## src/rtl/mdu_pkg.sv

```systemverilog
// Shared definitions for the iterative multiply/divide unit.
// Op encodings, FSM states and iteration constants.
package mdu_pkg;

  typedef enum logic [1:0] {
    MDU_MULT  = 2'd0,
    MDU_MULTU = 2'd1,
    MDU_DIV   = 2'd2,
    MDU_DIVU  = 2'd3
  } mdu_op_e;

  typedef enum logic [1:0] {
    IDLE = 2'd0,
    CALC = 2'd1,
    FIX  = 2'd2
  } mdu_state_e;

  localparam int ITER_COUNT = 32;
  localparam logic [31:0] DIV0_QUOT = 32'hFFFFFFFF;

endpackage

```

## src/rtl/mul_div_unit_if.sv

```systemverilog
// Request/result bundle between the register-file side and the MDU.
// master drives operands and moves, slave returns HI/LO and status.
interface mul_div_unit_if;
  logic        start;
  logic [1:0]  op;
  logic [31:0] a;
  logic [31:0] b;
  logic        mthi;
  logic        mtlo;
  logic        busy;
  logic        done;
  logic [31:0] hi;
  logic [31:0] lo;

  modport master (
    output start, op, a, b, mthi, mtlo,
    input  busy, done, hi, lo
  );

  modport slave (
    input  start, op, a, b, mthi, mtlo,
    output busy, done, hi, lo
  );
endinterface

```

## src/rtl/mdu_seq_core.sv

```systemverilog
// 64-bit accumulator and radix-2 step engine (shift-add / shift-subtract).
// MDU_FAST_MUL_EN: multiplies load the full product on the load edge.
module mdu_seq_core
  import mdu_pkg::*;
(
  input  logic        clk,
  input  logic        rst,
  input  logic        load,
  input  logic        step,
  input  logic        isDiv,
  input  logic [31:0] opA,
  input  logic [31:0] opB,
  output logic [63:0] acc,
  output logic        last
);

  logic [31:0] opnd;
  logic        divR;
  logic [4:0]  cnt;
  logic [32:0] sum;
  logic [32:0] trial;
  logic [63:0] nxt;

  // one radix-2 step: multiply adds then shifts right, divide shifts left
  always_comb begin
    sum   = {1'b0, acc[63:32]} + (acc[0] ? {1'b0, opnd} : 33'd0);
    trial = acc[63:31] - {1'b0, opnd};
    nxt   = {sum, acc[31:1]};
    if (divR) begin
      if (trial[32])
        nxt = {acc[62:0], 1'b0};
      else
        nxt = {trial[31:0], acc[30:0], 1'b1};
    end
  end

  assign last = (cnt == 5'(ITER_COUNT - 1));

  // accumulator, step operand and iteration counter
  always_ff @(posedge clk or posedge rst) begin
    if (rst) begin
      acc  <= '0;
      opnd <= '0;
      divR <= 1'b0;
      cnt  <= '0;
    end else if (load) begin
      divR <= isDiv;
      cnt  <= '0;
      if (isDiv) begin
        acc  <= {32'd0, opA};
        opnd <= opB;
      end else begin
`ifdef MDU_FAST_MUL_EN
        acc  <= {32'd0, opA} * {32'd0, opB};
`else
        acc  <= {32'd0, opB};
`endif
        opnd <= opA;
      end
    end else if (step) begin
      acc <= nxt;
      cnt <= cnt + 5'd1;
    end
  end

endmodule

```

## src/rtl/mul_div_unit.sv

```systemverilog
// Iterative multiply/divide unit owning the architectural HI/LO pair.
// MDU_FAST_MUL_EN: single-cycle multiplies, divides stay iterative.
module mul_div_unit
  import mdu_pkg::*;
(
  input  logic clk,
  input  logic rst,
  mul_div_unit_if.slave bus
);

  mdu_state_e  state;
  logic        isSignedIn;
  logic [31:0] magA;
  logic [31:0] magB;
  logic        load;
  logic [63:0] acc;
  logic        last;
  logic        isDivR;
  logic        negRes;
  logic        negRem;
  logic        divZero;
  logic [31:0] aOrig;
  logic [31:0] hiR;
  logic [31:0] loR;
  logic        busyR;
  logic        doneR;
  logic [63:0] prod;
  logic [31:0] quot;
  logic [31:0] rem;

  assign isSignedIn = (bus.op == MDU_MULT) || (bus.op == MDU_DIV);
  assign magA = (isSignedIn && bus.a[31]) ? -bus.a : bus.a;
  assign magB = (isSignedIn && bus.b[31]) ? -bus.b : bus.b;
  assign load = (state == IDLE) && bus.start;

  mdu_seq_core core (
    .clk   (clk),
    .rst   (rst),
    .load  (load),
    .step  (state == CALC),
    .isDiv (bus.op[1]),
    .opA   (magA),
    .opB   (magB),
    .acc   (acc),
    .last  (last)
  );

  assign prod = negRes ? -acc : acc;
  assign quot = negRes ? -acc[31:0] : acc[31:0];
  assign rem  = negRem ? -acc[63:32] : acc[63:32];

  // sequencing, sign bookkeeping, HI/LO writeback and handshake
  always_ff @(posedge clk or posedge rst) begin
    if (rst) begin
      state   <= IDLE;
      isDivR  <= 1'b0;
      negRes  <= 1'b0;
      negRem  <= 1'b0;
      divZero <= 1'b0;
      aOrig   <= '0;
      hiR     <= '0;
      loR     <= '0;
      busyR   <= 1'b0;
      doneR   <= 1'b0;
    end else begin
      doneR <= 1'b0;
      unique case (state)
        IDLE: begin
          if (bus.start) begin
            isDivR  <= bus.op[1];
            negRes  <= isSignedIn & (bus.a[31] ^ bus.b[31]);
            negRem  <= isSignedIn & bus.a[31];
            divZero <= (bus.b == 32'd0);
            aOrig   <= bus.a;
`ifdef MDU_FAST_MUL_EN
            if (!bus.op[1]) begin
              state <= FIX;
            end else begin
              state <= CALC;
              busyR <= 1'b1;
            end
`else
            state <= CALC;
            busyR <= 1'b1;
`endif
          end else begin
            if (bus.mthi) hiR <= bus.a;
            if (bus.mtlo) loR <= bus.a;
          end
        end
        CALC: begin
          if (last) state <= FIX;
        end
        FIX: begin
          state <= IDLE;
          busyR <= 1'b0;
          doneR <= 1'b1;
          if (!isDivR) begin
            hiR <= prod[63:32];
            loR <= prod[31:0];
          end else if (divZero) begin
            hiR <= aOrig;
            loR <= DIV0_QUOT;
          end else begin
            hiR <= rem;
            loR <= quot;
          end
        end
        default: state <= IDLE;
      endcase
    end
  end

  assign bus.busy = busyR;
  assign bus.done = doneR;
  assign bus.hi   = hiR;
  assign bus.lo   = loR;

endmodule

```

## src/flat_wrapper.sv

```systemverilog
// flat-port wrapper written by rule: the top's interface ports become plain ports
module mul_div_unit_flat import mdu_pkg::*;
  (clk, rst, bus_start, bus_op, bus_a, bus_b, bus_mthi, bus_mtlo, bus_busy, bus_done, bus_hi, bus_lo);
  mul_div_unit_if bus_i ();
  input  logic clk;
  input  logic rst;
  input wire logic [$bits(bus_i.start)-1:0] bus_start;
  input wire logic [$bits(bus_i.op)-1:0] bus_op;
  input wire logic [$bits(bus_i.a)-1:0] bus_a;
  input wire logic [$bits(bus_i.b)-1:0] bus_b;
  input wire logic [$bits(bus_i.mthi)-1:0] bus_mthi;
  input wire logic [$bits(bus_i.mtlo)-1:0] bus_mtlo;
  output wire logic [$bits(bus_i.busy)-1:0] bus_busy;
  output wire logic [$bits(bus_i.done)-1:0] bus_done;
  output wire logic [$bits(bus_i.hi)-1:0] bus_hi;
  output wire logic [$bits(bus_i.lo)-1:0] bus_lo;
  assign bus_i.start = bus_start;
  assign bus_i.op = bus_op;
  assign bus_i.a = bus_a;
  assign bus_i.b = bus_b;
  assign bus_i.mthi = bus_mthi;
  assign bus_i.mtlo = bus_mtlo;
  assign bus_busy = bus_i.busy;
  assign bus_done = bus_i.done;
  assign bus_hi = bus_i.hi;
  assign bus_lo = bus_i.lo;
  mul_div_unit u_core (.clk(clk), .rst(rst), .bus(bus_i));
endmodule
```

## config.mk

```make
export PLATFORM = sky130hd
export DESIGN_NAME = mul_div_unit_flat
export DESIGN_NICKNAME = d
export VERILOG_FILES = /design/src/rtl/mdu_pkg.sv /design/src/rtl/mul_div_unit_if.sv /design/src/rtl/mdu_seq_core.sv /design/src/rtl/mul_div_unit.sv /design/src/flat_wrapper.sv
export SDC_FILE = /design/constraint.sdc
export NUM_CORES = 1
export LEC_CHECK = 0
export BUFFER_PORTS_ARGS = -buffer_cell sky130_fd_sc_hd__buf_2
export CORE_ASPECT_RATIO = 0.75
export CORE_UTILIZATION = 40
export CTS_BUF_LIST = sky130_fd_sc_hd__clkbuf_4 sky130_fd_sc_hd__clkbuf_8
export DETAILED_ROUTE_END_ITERATION = 10
export PLACE_DENSITY = 0.58
export SETUP_SLACK_MARGIN = 0.05
export SYNTH_ARGS = -nofsm -noshare
export SYNTH_HDL_FRONTEND = slang
export SYNTH_SLANG_ARGS = --single-unit
```

## constraint.sdc

```tcl
create_clock -name clk -period 6.17 [get_ports clk]
set_input_delay 0.617 -clock clk [delete_from_list [all_inputs] [get_ports clk]]
set_output_delay 0.617 -clock clk [all_outputs]
set_load 0.03 [all_outputs]
```

# Word level (Yosys, flattened, before mapping)
# Index checks and enable logic that the tools add are counted.
[word_totals] regBits=206 output_inout_bits=66
[classes] addsub=8 eq_ne=9 n_mux=30 n_bitwise=3 n_reduce_logical=14
[ops] cell="32-bit two-way mux" count=15
[ops] cell="64-bit two-way mux" count=5
[ops] cell="32-bit negator" count=4
[ops] cell="32-bit case mux with 2 select lines" count=2
[ops] cell="64-bit negator" count=1
[ops] cell="32-bit by 33-bit adder with 33-bit output" count=1
[ops] cell="33-bit by 32-bit subtractor with 33-bit output" count=1
[ops] cell="32-bit zero test" count=1
[ops] cell="5-bit two-way mux" count=2
[ops] cell="2-bit != test (second input constant)" count=4
[ops] cell="2-bit AND reduction" count=3
[ops] cell="3-bit AND reduction" count=2
[ops] cell="5-bit by 1-bit adder with 5-bit output (second input constant)" count=1
[ops] cell="5-bit == test (second input constant)" count=1
[ops] cell="2-bit == test (second input constant)" count=2
[ops] cell="2-bit zero test" count=2
[ops] cell="2-bit two-way mux" count=2
[ops] cell="2-bit case mux with 2 select lines" count=1
[ops] cell="2-bit nonzero test" count=2
[ops] cell="1-bit logical AND" count=3
[ops] cell="1-bit bitwise AND" count=2
[ops] cell="2-bit by 1-bit == test with 1-bit output (second input constant)" count=1
[ops] cell="1-bit two-way mux" count=2
[ops] cell="2-bit by 1-bit != test with 1-bit output (second input constant)" count=1
[ops] cell="other kinds (3)" count=3

# Depth between registers and ports, before layout
# Gate-level depths: netlist of run 1.
[logic_depth] depth_word=6 depth_mapped=15

# Cells and area by module
# Synthesis of run 1 repeated with hierarchy kept, for this count alone.
[unflattened] cells_unflattened=2261 area_unflattened_um2=17982.2
[modules_own_cells] mod="mdu_seq_core" instances=1 cells_per_inst=1112 area_per_inst_um2=9193.8
[modules_own_cells] mod="mul_div_unit" instances=1 cells_per_inst=1149 area_per_inst_um2=8788.4

# Worst setup path before layout of run 1
# No wires, ideal clock.
[synth_timing] path_type="reg2reg" start="reg u_core.core.acc[31]" end="reg u_core.core.acc[37]" arrival_time_ns=3.211 t_required_ns=6.037 slack_ns=2.826 stages_incl_launch_ff=16 n_path_buf=3 synth_period_minus_slack_ns=3.344 cell_sequence="dfrtp_1 -> clkbuf_1 -> inv_1 -> ha_1 -> fa_1 -> nand2b_1 -> a21oi_1 -> o2111ai_1 -> a41oi_1 -> o2111ai_1 -> a21o_1 -> nand3_1 -> buf_2 -> buf_2 -> mux2i_1 -> o21ai_0"
[synth_between] elab_chain_cells=5
[synth_rtl] item="from (decl)" line="mdu_seq_core.sv:13" source="output logic [63:0] acc,"
[synth_rtl] item="from (signal assigned)" line="mdu_seq_core.sv:50" source="acc <= {32'd0, opA};"
[synth_rtl] item="from (signal assigned)" line="mdu_seq_core.sv:56" source="acc <= {32'd0, opB};"
[synth_rtl] item="from (signal assigned)" line="mdu_seq_core.sv:61" source="acc <= nxt;"
[synth_rtl] item="33-bit by 32-bit subtractor with 33-bit output" line="mdu_seq_core.sv:27" source="trial = acc[63:31] - {1'b0, opnd};"
[synth_rtl] item="64-bit two-way mux" line="mdu_seq_core.sv:30" source="if (trial[32])"
[synth_rtl] item="64-bit two-way mux" line="mdu_seq_core.sv:29" source="if (divR) begin"
[synth_rtl] item="64-bit two-way mux" line="mdu_seq_core.sv:60" source="end else if (step) begin"
[synth_rtl] item="64-bit two-way mux" line="mdu_seq_core.sv:46" source="end else if (load) begin"
# Every way passes these cells. The select of a mux whose other input is x is not followed.
# A chain may end at the register's enable or synchronous reset.

# Worst setup path in the final report of run 1
[layout_timing] start="reg u_core.core.acc[0]" end="reg u_core.core.acc[63]"
[layout_between] elab_chain_cells=5
[layout_rtl] item="32-bit two-way mux" line="mdu_seq_core.sv:26" source="sum = {1'b0, acc[63:32]} + (acc[0] ? {1'b0, opnd} : 33'd0);"
[layout_rtl] item="32-bit by 33-bit adder with 33-bit output" line="mdu_seq_core.sv:26"
[layout_rtl] item="64-bit two-way mux" line="mdu_seq_core.sv:29"
[layout_rtl] item="64-bit two-way mux" line="mdu_seq_core.sv:60"
[layout_rtl] item="64-bit two-way mux" line="mdu_seq_core.sv:46"
# Every way passes these cells. The select of a mux whose other input is x is not followed.

==> impl_results.md, run 1 <==
* RSZ-0062 raised after global routing: no
* Clk sinks at just over 200
* CP Cell Sequence: inv_1 -> nor2_1 -> ha_1 -> a21o_1 -> a211o_1 -> o21ai_0 -> or3b_2 -> o31ai_1 -> nand2_1 -> o31ai_1 -> o22ai_1 -> a32o_1
* Clk slew on worst S/H paths at about 0.060 ns
* Syn Std Cell Area at 17100 um2
* Arrival time of the worst setup path at around 4.9 ns
* Placed wire-length estimate at about 51 mm
* Crit-path slowest cell: inv_1
* DR vias/cell at around 6
* Area growth from synthesis to layout at 10.52%
* Layout Nets at approximately 2.4k
* GR Overflow Total at 0
* H-tree lvl count at 2
* Fmax at between 200 and 250 MHz
* Leading cell type in the layout, fill and taps excluded: nand2_1
* Chip width at around 240 um
* Drt pass-1 iters at 6
* Tcrit/Tclk final at 0.7247
* Share of the synthesized area in the top cell type at 0.3000
* Synthesized Nets at between 2k and 2.5k
* Reg power frac at 0.242
* Die area at approximately 44000 um2
* Logic pwr share at 0.644
* Post-CTS Hold Fix Bufs at 0
* WP data required at roughly 6.6 ns
* Commonest cells after routing, fill and taps aside: nand2_1, o21ai_0, dfrtp_1
* Crit path largest cell delay at approximately 0.86 ns
* Post-DP Area at 18160 um2
* IO Port Bufs at about 140
* VDD IR max at between 0.3 and 0.4 mV
* Post-Syn Instances at about 2.2k
* Hold Crit Class: in2async
* Max Fanout on Critical Path at 31
* R2R depth at 12
* Final Util at 0.4486
* Die height at ~180 um
* Layout cells sized above 1 at 0.1133
* Most used cell, CP: o31ai_1
* Setup violators final at 0
* Leakage at roughly 8 nW
* Initial Util at 0.4059
* Drc violations at 0
* Post-CTS setup buffer count at 0
* Routability Congestion at around 0.94
* Post-synthesis sequential area ratio at 0.3000
* Final min period at between 4 and 5 ns
* Worst slew pin tran at about 1.2 ns
* TritonCTS clock tree: built
* Post-synth ARST share at 1.000
* Fillcell total at about 4.3k
* Worst skew pair latency at around 0.57 ns
* CTS resizes at 0
* CTS Buf Count at 37
* Switching pwr at roughly 6.4 mW
* Final worst slack at around 1.7 ns
* Int Power at about 5.7 mW
* Startpoint types: flop
* Total power at about 12 mW
* Worst setup path category: reg2reg
* First-pass GRT wire length at 102.1 mm
* Final Hold Fails at 0
* Via count at 17.62k
* Unique masters post-synth at 80
* Setup TNS at 0 ns
* Pwr Density at 639.2 nW/um2
* Max_cap viols at 0
* Clock Skew at ~0.040 ns
* ANT cells at 0
* Largest net degree at the start of global routing at around 150
* Via count of the first global-routing pass at roughly 16k
* Post-synth EDFFs at 0
* Mean Syn Cell Area at 7.644 um2
* Seq cells post-synth at a little over 200
* Core Area at about 42000 um2
* Final antenna-violating net count at 0
* Endpoint class of the critical path: flop
* Initial DRC count at roughly 2.3k
* IO Count at approximately 140
* Post-Route WL at approximately 68 mm
* Final Slew Violations at 0
* Worst slack at placement at about 1.8 ns
* Status: finished clean
* Clock root cell: clkbuf_8
* Final instance area at approximately 19000 um2
* CTS max path bufs at 3
* Dominant cell type by area after synthesis: dfrtp_1
* Area contributors post-synth: dfrtp_1, o21ai_0, nand2_1, xnor2_1, ha_1
* Clock share of power at 0.114
* WL/cell at around 24 um
* GRT Util Overall at 0.3089
* Post-synth top flop: dfrtp_1
* Row cnt at between 60 and 70
* Synth Warn # at 0
* Initial antenna violation count at 1
* Sw frac at 0.5297
* Slew HR at 0.1875
-- registers in the layout, summed over array words and instances (netlist names) --
register / count
u_core.bus.busy: 1
u_core.bus.lo: 32
u_core.core.divR: 1
u_core.core.acc: 64
u_core.state: 2
u_core.bus.hi: 32
u_core.aOrig: 32
u_core.core.opnd: 32
u_core.divZero: 1
u_core.bus.done: 1
u_core.negRem: 1
u_core.negRes: 1
u_core.core.cnt: 5
-- synthesized netlist by cell type, drive strengths merged (12+ instances only) --
cell and n:
nor2 182, a22oi 24, nor3 38, nand2 318, nand2b 24, nor2b 17, and3 17, mux2i 69
ha 70, xnor2 108, inv 65, a21oi 164, and2 12, o22ai 44, buf 31, or4 15
clkbuf 126, o211ai 59, a21o 33, dfrtp 205, o21ai 274, a31oi 17, nand3 34, nor4 17
o31ai 28, nand4 13, a211oi 22, or3 30, xor2 61
-- cell type report --
cell class | count | area, um2 | area share
clock buffers | 53 | 679.4 | 0.03595
clock inverters | 6 | 57.56 | 0.003046
multi-input cells | 1808 | 11150 | 0.5899
flip-flops and latches | 205 | 5131 | 0.2715
well taps | 569 | 711.9 | 0.03767
inverters | 67 | 255.2 | 0.01351
repair buffers | 165 | 913.4 | 0.04833
-- kinds of logic after synthesis --
kind of cell | after synthesis | share of synthesized area
simple gates | 749 | 0.2023
compound gates | 747 | 0.2658
buf+inv | 224 | 0.05005
flops | 205 | 0.3000
xor+xnor | 169 | 0.08657
fa+ha+maj | 72 | 0.05356
mux | 71 | 0.04171
-- power groups by stage --
| stage | registers [mW] | logic [mW] | clock network, mW |
|---|---|---|---|
| after floorplan | 2.83 | 5.43 | 0 |
| after global placement | 2.89 | 7.57 | 0 |
| after detailed placement | 2.90 | 7.63 | 0 |
| final | 2.93 | 7.78 | 1.37 |
| after global routing | 2.99 | 8.54 | 1.44 |
| after CTS | 2.89 | 7.67 | 1.39 |
-- final timing paths --
path                                                 from                              end  slack (ns)
setup / recovery           u_core.core.acc[0]$_DFFE_PP0P_  u_core.core.acc[63]$_DFFE_PP0P_        1.70
setup reg to reg           u_core.core.acc[0]$_DFFE_PP0P_  u_core.core.acc[63]$_DFFE_PP0P_        1.70
min in group clk                                bus_b[31]       u_core.divZero$_DFFE_PP0P_        0.33
hold reg to reg              u_core.bus.hi[7]$_DFFE_PP0P_     u_core.bus.hi[7]$_DFFE_PP0P_        0.47
max in group asynchronous                             rst  u_core.core.acc[48]$_DFFE_PP0P_        4.62
hold / removal                                        rst     u_core.aOrig[15]$_DFFE_PP0P_        0.28
-- metal layers --
| layer | vias to the layer above | GRT usage | wire length [um] |
|---|---|---|---|
| met4 | 2 | 0.07848 | 1732 |
| met3 | 114 | 0.06096 | 6067 |
| met5 | - | 0 | 7 |
| met1 | 8617 | 0.4804 | 32910 |
| met2 | 764 | 0.4265 | 27340 |
| li1 | 8122 | - | - |
-- critical path: cells and delay by family, from the launching register on --
kind | cells | cell delay (ns)
AOI/OAI and AO/OA | 7 | 1.83
buffers and inverters | 1 | 0.86
and+or+nand+nor | 3 | 0.82
DFF | 1 | 0.46
adders and majority gates | 1 | 0.37
-- metrics by stage --
step,hold slack (ns),instances
floorplan,0.4404,2237
global placement,0.4570,2814
detailed placement,0.4620,2814
CTS,0.3118,2873
global route,0.3355,2873
finish,0.2811,2873
Note: power is estimated with default switching activity, not from simulation.
==> run 2: changes to the inputs <==
--- a/config.mk
+++ b/config.mk
@@ -10,7 +10,7 @@
 export CORE_UTILIZATION = 40
 export CTS_BUF_LIST = sky130_fd_sc_hd__clkbuf_4 sky130_fd_sc_hd__clkbuf_8
 export DETAILED_ROUTE_END_ITERATION = 10
-export PLACE_DENSITY = 0.58
+export PLACE_DENSITY = 0.56
 export SETUP_SLACK_MARGIN = 0.05
 export SYNTH_ARGS = -nofsm -noshare
 export SYNTH_HDL_FRONTEND = slang
==> constraint.sdc (replaced) <==
create_clock -name clk -period 4.3 [get_ports clk]
set_input_delay 0.43 -clock clk [delete_from_list [all_inputs] [get_ports clk]]
set_output_delay 0.43 -clock clk [all_outputs]
set_load 0.03 [all_outputs]
==> run 2 against run 1 <==
Maximum frequency up 9.2%. Flip-flop and latch count unchanged. First-iteration DRC count down 15%. Worst hold slack worse by 0.16 ns. Combinational power up 48%. Critical path depth down 1. Cell count up 1.2%. Total power up 48%. Sequential power up 41%. Clock-buffer cell count up 10. Cell area up 1.8%.
==> impl_results.md, run 2 (synthesis results as in run 1) <==
* Placed wire-length estimate at 52.24 mm (+1.9%)
* Initial antenna violation count at 3 (+2)
* Met3 wire len at 6.391 mm (+5.3%)
* Max reg flops at 64 (unchanged)
* WL/cell at 23.68 um (about the same)
* Leakage at 8.380 nW (+2.3%)
* Layout Nets at 2449 (+0.91%)
* Worst slack at placement at 0.3342 ns (-1.479 ns)
* Pwr Density at 928.3 nW/um2 (+45%)
* WP data required at 4.75 ns (-1.85 ns)
* Top routing layer in use: met5
* Leading cell type in the layout, fill and taps excluded: nand2_1
* CTS max path bufs at 3 (unchanged)
* Total power at 17.86 mW (+48%)
* Status: finished clean
* Max Fanout on Critical Path at 9 (-71%)
* Hold Crit Class: in2reg
* Int Power at 8.491 mW (+49%)
* Placed insts at 2833 (+0.68%)
* H-tree lvl count at 2 (unchanged)
* Clock share of power at 0.126 (+0.012)
* Largest net degree at the start of global routing at 123 (-20%)
* Met2 wire length at 28.01 mm (+2.4%)
* Commonest cells after routing, fill and taps aside: nand2_1, o21ai_0, dfrtp_1
* Via count of the first global-routing pass at 16.26k (+1.5%)
* Setup violators final at 0 (unchanged)
* Clk slew on worst S/H paths at 0.06 ns (about the same)
* Final antenna-violating net count at 0 (unchanged)
* IO Count at 137 (unchanged)
* Max_cap viols at 0 (unchanged)
* Sw frac at 0.5247 (-0.005037)
* Worst slew pin tran at 1.064 ns (-0.1525 ns)
* Reg power frac at 0.231 (-0.011)
* Final Slew Violations at 0 (unchanged)
* First-pass GRT wire length at 104.0 mm (+1.9%)
* TritonCTS clock tree: built
* Drc violations at 0 (unchanged)
* Area growth from synthesis to layout at 12.54%
* Chip width at 240.7 um (unchanged)
* Clk sinks at 205 (unchanged)
* Most flops, register: u_core.core.acc
* Endpoint class of the critical path: flop
* Via count at 17.85k (+1.3%)
* Final worst slack at 0.2047 ns (-1.494 ns)
* Initial Util at 0.4059 (unchanged)
* Startpoint types: flop
* IO Port Bufs at 136 (unchanged)
* Drt pass-1 iters at 5 (-1)
* Worst setup path category: reg2reg
* GRT Util Overall at 0.3142 (+0.005349)
* Row cnt at 65 (unchanged)
* Post-Route WL at 68.85 mm (+1.2%)
* Final Util at 0.4568 (+0.008226)
* R2R Setup Slk at 0.20 ns (-1.49 ns)
* CTS Buf Count at 39 (+5.4%)
* Fmax at 244.2 MHz (+9.2%)
* Tcrit/Tclk final at 0.9524 (+0.2277)
* Logic pwr share at 0.643 (about the same)
* Initial DRC count at 1920 (-15%)
* VDD IR max at 0.4627 mV (+28%)
* Core Area at 42130 um2 (unchanged)
* DR vias/cell at 6.141 (+0.14%)
* Worst skew pair latency at 0.59 ns (+0.02 ns)
* Final min period at 4.095 ns (-0.3763 ns)
* Die height at 181.1 um (unchanged)
* RSZ-0062 raised after global routing: no
* Switching pwr at 9.373 mW (+46%)
* Arrival time of the worst setup path at 4.54 ns (-0.37 ns)
* Die area at 43590 um2 (unchanged)
* Wl on met1 at 32.94 mm (about the same)
* Clock Skew at 0.04228 ns (+0.002429 ns)
* Clock root cell: clkbuf_8
* GR Overflow Total at 0 (unchanged)
* Setup TNS at 0 ns (unchanged)
* Final Hold Fails at 0 (unchanged)
* Layout cells sized above 1 at 0.1254 (+0.01209)
* Post-Layout Cell Count at 2907 (+1.2%)
* Post-CTS setup buffer count at 0 (unchanged)
* Routability Congestion at 0.9527 (+1.4%)
* Slew HR at 0.2900 (+0.1026)
## run 2: changes by cell type in the layout (fill, tap and decap cells not counted), moves of 2 or more
| cell | previous run | this run |
|---|---|---|
| clkbuf_4 | 8 | 12 |
| buf_12 | 1 | 3 |
| clkbuf_8 | 45 | 51 |
| buf_4 | 29 | 46 |
## run 2: power by group through the flow
stage	logic, mW	registers, mW	clock network, mW
floorplan	7.80	4.06	0
global placement	11.2	4.06	0
detailed placement	11.3	4.09	0
CTS	11.3	4.06	2.28
global route	12.6	4.21	2.38
finish	11.5	4.13	2.25
## run 2: layer usage
metal	track usage	up-vias
met1	0.4906	8711
met4	0.07367	4
li1	-	8179
met2	0.4369	855
met3	0.05837	104
met5	0	-
## run 2: cell type report
| class | count | area [um2] |
|---|---|---|
| flip-flops and latches | 205 | 5134 |
| multi-input cells | 1808 | 11150 |
| fillers | 4306 | 22880 |
| diodes | 1 | 2.502 |
| well taps | 569 | 711.9 |
| repair buffers | 185 | 1091 |
| clock buffers | 63 | 792.0 |
| inverters | 67 | 255.2 |
| clock inverters | 9 | 103.9 |
## run 2: final timing paths
| path | startpoint | end | cells past startpoint |
|---|---|---|---|
| setup / recovery | u_core.core.acc[32]$_DFFE_PP0P_ | u_core.bus.hi[24]$_DFFE_PP0P_ | 11 |
| hold / removal | bus_b[31] | u_core.divZero$_DFFE_PP0P_ | 2 |
| setup reg to reg | u_core.core.acc[32]$_DFFE_PP0P_ | u_core.bus.hi[24]$_DFFE_PP0P_ | 11 |
| hold reg to reg | u_core.aOrig[14]$_DFFE_PP0P_ | u_core.aOrig[14]$_DFFE_PP0P_ | 2 |
| max in group asynchronous | rst | u_core.core.divR$_DFFE_PP0P_ | 4 |
| min in group asynchronous | rst | u_core.bus.hi[11]$_DFFE_PP0P_ | 3 |
## run 2: critical path, stage by stage, from the launching register on
cell	delay, ns
dfrtp_1	0.48
inv_1	0.16
ha_1	0.19
or3b_1	0.41
or4b_1	0.51
or2_1	0.32
nor4_1	0.73
a41oi_1	0.38
o221ai_1	0.26
o31ai_1	0.10
a221oi_1	0.37
nor2_1	0.07
## run 2: per-stage QoR
| stage | hold WS (ns) | instance area, um2 |
|---|---|---|
| 3_5_place_dp | 0.4623 | 18340 |
| 3_3_place_gp | 0.4595 | 18340 |
| 2_1_floorplan | 0.4404 | 17100 |
| 5_1_grt | 0.1043 | 19240 |
| 4_1_cts | 0.1000 | 19240 |
| 6_report | 0.1212 | 19240 |
## run 2: repair_timing
action                                 CTS  global route
setup endpoints to repair                0             0
endpoints found under the hold margin   16             0
hold buffers                             1             0
gates resized for setup                  0             0
